===== src/rtl/alu_driver.sv =====
// Initiator for a registered ALU port: takes one command over valid/ready,
// waits out the ALU pipeline, and returns the captured result with flags.
module alu_driver #(
  parameter int W       = 8,
  parameter int ALU_LAT = 2,
  parameter int CNT_W   = 16
) (
  input  logic             ck,
  input  logic             rst_n,
  input  logic             cmd_valid,
  output logic             cmd_ready,
  input  logic [3:0]       cmd_op,
  input  logic [W-1:0]     cmd_a,
  input  logic [W-1:0]     cmd_b,
  output logic [W-1:0]     alu_a,
  output logic [W-1:0]     alu_b,
  output logic [3:0]       alu_ctr,
  input  logic [W-1:0]     alu_o,
  output logic             res_valid,
  input  logic             res_ready,
  output logic [W-1:0]     res_data,
  output logic [3:0]       res_op,
  output logic             res_zero,
  output logic             res_illegal,
  output logic             busy,
  output logic [CNT_W-1:0] op_cnt
);

  localparam int LAT_W = (ALU_LAT < 1) ? 1 : $clog2(ALU_LAT + 1);

  typedef enum logic [1:0] {IDLE, WAIT, RESP} state_t;

  state_t           state;
  logic [LAT_W-1:0] cnt;
  logic             op_undef;

  // Opcodes 0010..0111 have no defined ALU function.
  assign op_undef  = (res_op[3] == 1'b0) && (res_op[2:1] != 2'b00);
  assign cmd_ready = rst_n && (state == IDLE);
  assign busy      = (state != IDLE);

  always_ff @(posedge ck or negedge rst_n) begin
    if (!rst_n) begin
      state       <= IDLE;
      cnt         <= '0;
      alu_a       <= '0;
      alu_b       <= '0;
      alu_ctr     <= '0;
      res_valid   <= 1'b0;
      res_data    <= '0;
      res_op      <= '0;
      res_zero    <= 1'b0;
      res_illegal <= 1'b0;
      op_cnt      <= '0;
    end else begin
      case (state)
        IDLE: begin
          if (cmd_valid) begin
            alu_a   <= cmd_a;
            alu_b   <= cmd_b;
            alu_ctr <= cmd_op;
            res_op  <= cmd_op;
            cnt     <= LAT_W'(ALU_LAT);
            state   <= WAIT;
          end
        end
        WAIT: begin
          // The ALU has no reset, so the full latency is waited every time.
          if (cnt != '0) begin
            cnt <= cnt - LAT_W'(1);
          end else begin
            res_data    <= alu_o;
            res_zero    <= (alu_o == '0);
            res_illegal <= op_undef;
            res_valid   <= 1'b1;
            state       <= RESP;
          end
        end
        RESP: begin
          if (res_ready) begin
            res_valid <= 1'b0;
            op_cnt    <= op_cnt + CNT_W'(1);
            state     <= IDLE;
          end
        end
        default: state <= IDLE;
      endcase
    end
  end

endmodule


===== config.mk =====
export PLATFORM = sky130hd
export DESIGN_NAME = alu_driver
export DESIGN_NICKNAME = d
export VERILOG_FILES = /design/src/rtl/alu_driver.sv
export SDC_FILE = /design/constraint.sdc
export NUM_CORES = 1
export LEC_CHECK = 0
export CORE_ASPECT_RATIO = 0.9
export CORE_UTILIZATION = 30
export DETAILED_ROUTE_END_ITERATION = 10
export PLACE_DENSITY_LB_ADDON = 0.1
export SLEW_MARGIN = 0
export SYNTH_ARGS = -nofsm -noshare
export SYNTH_HDL_FRONTEND = slang
export SYNTH_SLANG_ARGS = --single-unit

===== constraint.sdc =====
create_clock -name ck -period 2 [get_ports ck]
set_clock_uncertainty 0.2 [all_clocks]
set_input_delay 0.4 -clock ck [delete_from_list [all_inputs] [get_ports ck]]
set_output_delay 0.4 -clock ck [all_outputs]
set_load 0.01 [all_outputs]

# --- Word level (Yosys, flattened, before mapping) ---
# Index checks and enable logic that the tools add are counted.
classes:
  addsub: 2
  reduce_logical: 15
  n_mux: 10
  n_eq_ne: 6
  bitwise_logic: 2
op_table:
  columns: ["op", "count"]
  rows:
  - ["adder 16 x 1 -> 16 bit (second input constant)", 1]
  - ["2-to-1 mux 2 bit", 5]
  - ["nonzero test 2 bit", 5]
  - ["AND reduction 3 bit", 3]
  - ["logical NOT 8 bit", 1]
  - ["!= test 2 bit (second input constant)", 4]
  - ["case mux 2 bit (3 select lines)", 1]
  - ["AND reduction 2 bit", 3]
  - ["case mux 2 bit (2 select lines)", 1]
  - ["equality test 2 x 1 -> 1 bit (second input constant)", 1]
  - ["equality test 2 bit (second input constant)", 1]
  - ["logical AND 1 bit", 2]
  - ["logical NOT 2 bit", 1]
  - ["2-to-1 mux 1 bit", 2]
  - ["NOT 1 bit", 2]
  - ["case mux 1 bit (2 select lines)", 1]
  - ["subtractor 2 x 1 -> 2 bit (second input constant)", 1]
totals:
  reg_bits: 51
  input_bits: 32
  out_inout_bits: 53
  elab_cells: 45

# --- Depth between registers and ports, before layout ---
# Gate-level depths: netlist of the first run.
logic_depth:
  ltp_word: 3
  mapped_depth: 6
  mapped_depth_nobuf: 5

# --- Least setup slack after synthesis of the first run ---
# No wires, ideal clock.
synth_path:
  kind: "register to register"
  startpoint: "reg state[0]"
  endpoint: "reg alu_b[4]"
  stages_incl_launch_ff: 6
  t_required_ps: 1675
  path_buffers: 2
  period_less_slack_ps: 1700
  slack_ps: 300
  arrival_ps: 1375
  setup_time_ps: 125
  cell_sequence: "dfrtp_1 > buf_6 > or2_1 > nor2_1 > buf_4 > mux2_2"
synth_between:
  elab_chain_len: 2
synth_rtl:
  columns: ["element", "line", "source"]
  rows:
  - ["from (decl)", "33", "state_t state;"]
  - ["from (signal assigned)", "44", "state <= IDLE;"]
  - ["from (signal assigned)", "64", "state <= WAIT;"]
  - ["from (signal assigned)", "76", "state <= RESP;"]
  - ["logical NOT 2 bit", "56", "case (state)"]
  - ["AND reduction 2 bit (no line)", null, null]
  - ["to (signal assigned)", "60", "alu_b <= cmd_b;"]
  - ["to (decl)", "16", "output logic [W-1:0] alu_b,"]
# Every way passes these cells.
# A chain may end at the register's enable or synchronous reset.

# --- Worst setup path in the final report of the first run ---
layout_path:
  startpoint: "reg op_cnt[7]"
  endpoint: "out op_cnt[7]"
layout_rtl:
  columns: ["element", "line", "source"]
  rows:
  - ["from (decl)", "26", "output logic [CNT_W-1:0] op_cnt"]
  - ["from (signal assigned)", "82", "op_cnt <= op_cnt + CNT_W'(1);"]
# No word-level cell between the ends.

==> impl_metrics.ini, run 1 <==
[outcome]
status = finished clean

[power]
cell_internal_pwr_mw = 2.96
pwr_density_cell_mw_per_mm2 = 1300
fin_total_pwr_mw = 4.20
combinationalPowerShare_pct = 44.8
power_switching_share_pct = 29.5
power.share.clock_pct = 16.0
seq_power_share_pct = 39.2
leakagePower_nw = 1.37
power.switching_mw = 1.24
peakVddDrop_mv = 0.599

[synthesis]
ys.warnings.count = 0
synth_nets = 197
seq_area_frac_synth_pct = 59.4
synth-main-ff-cell = dfrtp_1
synth_enable_flop_cells = 0
netlist_instances = 163
post_synth_instance_area_mm2 = 0.00215
yosysUniqueCellTypes = 32
async_reset_ff_share_pct = 100
syn_area_per_cell_um2 = 13.2
synth_seq_cells = 51

[finish]
postLayoutCellArea_mm2 = 0.00323
fillerInstances = 622
final_layout_size_suffix_gt1_share_pct = 19.6
antennaDiodeCount = 0
finish.net_count = 289
layout-area-overhead-vs-synth_pct = 50.2
instances_no_fill = 345
final_common_cell = clkdlybuf4s50_1
mostFrequentLayoutCells = 81 x clkdlybuf4s50_1, 49 x dfrtp_1, 26 x mux2_2

[global_routing]
routing_layer_with_the_top_usage_in_global_route = met2
grt_first_pass_wirelength_um = 7130
number_of_antenna_violations_at_the_first_check_in_global_routing = 0
groute.layer.met1.usage_pct = 15.0
maximum_number_of_pins_on_one_net_before_global_route_repair = 52
grt.total_usage_pct = 12.1
use_met3_pct = 4.30
grt.overflow.total = 0
globalRouteMet2Util_pct = 20.1
first_global_vias = 1471

[route]
postRouteWirelength_um = 4310
route.antenna.remaining_nets = 0
post-route-drc-count = 0
route.detailed.vias_per_inst = 4.44
routed-via-count = 1531
drt-initial-drc-count = 35
routed_wire_length_per_instance_um = 12.5
dr.pass1.iters = 4

[setup_path]
cpPeakStageDelay_ps = 580
critical_path.slowest_cell = clkdlybuf4s50_1
rr_startpoint = state[0]
reg2reg_depth = 5
critPathCaptureType = output pin
r2r_end = op_cnt[10]
timing.critical_path.depth = 1
reg2reg_setup_slack_ps = 310
critical_path.cell_chain = clkdlybuf4s50_1
critPathRequiredTime_ps = 1400
timing.critical_path.max_delay_family = buffers and inverters
timing.critical_path.buf_inv = 1
cp.arrival_ps = 1330
critPathKind = reg2out
crit_path_end = op_cnt[7]
critPathLaunchType = register
startpoint = op_cnt[7]
timing.critical_path.fanout_max = 7

[cts]
cts_tree = done
path_clk_slew_ps = 90
clock_sinks = 51
cts-buffers-inserted = 5
h-tree-depth = 2
cts.repair_timing.setup_buffer_count = 0
cts-root-to-sink-buffers = 2
clock-root-buffer = clkbuf_8
clock_insertion_delay_worst_skew_ps = 290

[timing]
achievable-frequency_mhz = 519
layout_setup_ws_ps = 73.4
period_share_pct = 96.3
min_period_ps = 1930
timing_worst_slew_pin_value_ps = 638
max-slew-margin-rel_pct = 57.4
report.final.setup_viol = 0
rsz0062_at_grt = no
final_hold_viol_count = 0
slew_violations = 0

[floorplan]
die_height_um = 82.3
initial_utilization_pct = 31.8
die-width_um = 91.2
fp.coreArea_mm2 = 0.00676
floorplan.rows = 28
die_area_mm2 = 0.00751
boundaryPins = 85

[place]
placedInstanceArea_mm2 = 0.00313
dpl.cell_count = 338
gpl.final_weighted_congestion = 0.723
placement.setup.worst_slack_ps = -83.5
detailed_place_hpwl_um = 3110
io_buffer_count = 84

[job]
max-cap-violations = 0

[hold_path]
min_path_type = in2async
[Yosys cell counts (all sizes together), types with 2 or more instances]
master	instances	share of area, %
dfrtp	51	59
mux2	28	15
nand2	12	2.1
xnor2	12	4.9
buf	8	3.0
nand4	6	1.7
nor2	6	1.2
inv	5	0.87
nand3	4	0.93
o21ai	4	0.93
nor3	3	0.93
xor2	3	1.2
a21oi	2	0.47
and3	2	0.58
and4	2	0.82
ha	2	1.2
nor4	2	0.58
[kinds of logic after synthesis]
family,after synthesis,share of synthesized area [%]
flip-flops,51,59.4
XOR/XNOR,15,6.11
adder cells (fa/ha/maj),2,1.16
multiplexers,28,14.7
AO/OA/AOI/OAI,11,3.14
buffers and inverters,13,3.84
AND/OR/NAND/NOR,43,11.7
[registers in the layout, summed over array words and instances (netlist names)]
signal	count
alu_a	8
alu_b	8
cnt	2
op_cnt	16
res_data	8
res_illegal	1
res_op	4
res_valid	1
res_zero	1
state	2
[per-layer routing]
| metal | up-vias | routed length [µm] |
|---|---|---|
| met2 | 50 | 1910 |
| li1 | 746 | - |
| met4 | 0 | 29 |
| met1 | 731 | 2010 |
| met3 | 4 | 348 |
| met5 | - | 0 |
[worst min-delay path by stage]
stage                            to
after global placement     res_zero
after global routing      res_op[1]
after floorplan            alu_a[0]
after detailed placement   res_zero
after CTS                 res_op[3]
final                     res_op[3]
[metrics by stage]
stage / hold slack (ps) / util [%] / TNS [ps]
after global routing: 86.7 / 47.7 / 0
after CTS: 48.9 / 47.8 / 0
final: 18.7 / 47.7 / 0
after global placement: 263 / 46.3 / -25.0
after floorplan: -95.6 / - / 0
after detailed placement: 273 / 46.3 / -165
[power groups by stage]
stage | combinational, mW | sequential, mW | clock, mW
floorplan | 0.757 | 1.82 | 0
global placement | 1.92 | 1.66 | 0
detailed placement | 1.92 | 1.67 | 0
CTS | 1.91 | 1.65 | 0.711
global route | 2.03 | 1.71 | 0.750
finish | 1.88 | 1.65 | 0.673
[layout make-up]
cell class	count	area [µm²]	share of cell area, %
Sequential cell	51	1280	39.6
Timing Repair Buffer	93	922	28.6
Multi-Input combinational cell	99	793	24.6
Tap cell	90	113	3.49
Clock buffer	6	72.6	2.25
Clock inverter	1	30.0	0.930
Inverter	5	18.8	0.581
[what timing repair did]
action                     4_1_cts  5_1_grt
resized for setup                2        4
hold buffers                     0        0
setup endpoints to repair        2        3
hold endpoints to repair         0        0
gates cloned                     0        0
(Power assumes the default switching activity.)
==> run 2: changes to the inputs <==
--- a/config.mk
+++ b/config.mk
@@ -5,6 +5,7 @@
 export SDC_FILE = /design/constraint.sdc
 export NUM_CORES = 1
 export LEC_CHECK = 0
+export ABC_AREA = 0
 export CORE_ASPECT_RATIO = 0.9
 export CORE_UTILIZATION = 30
 export DETAILED_ROUTE_END_ITERATION = 10
==> results of run 2 <==
Final layout, timing and power as in run 1 (identical DEF).
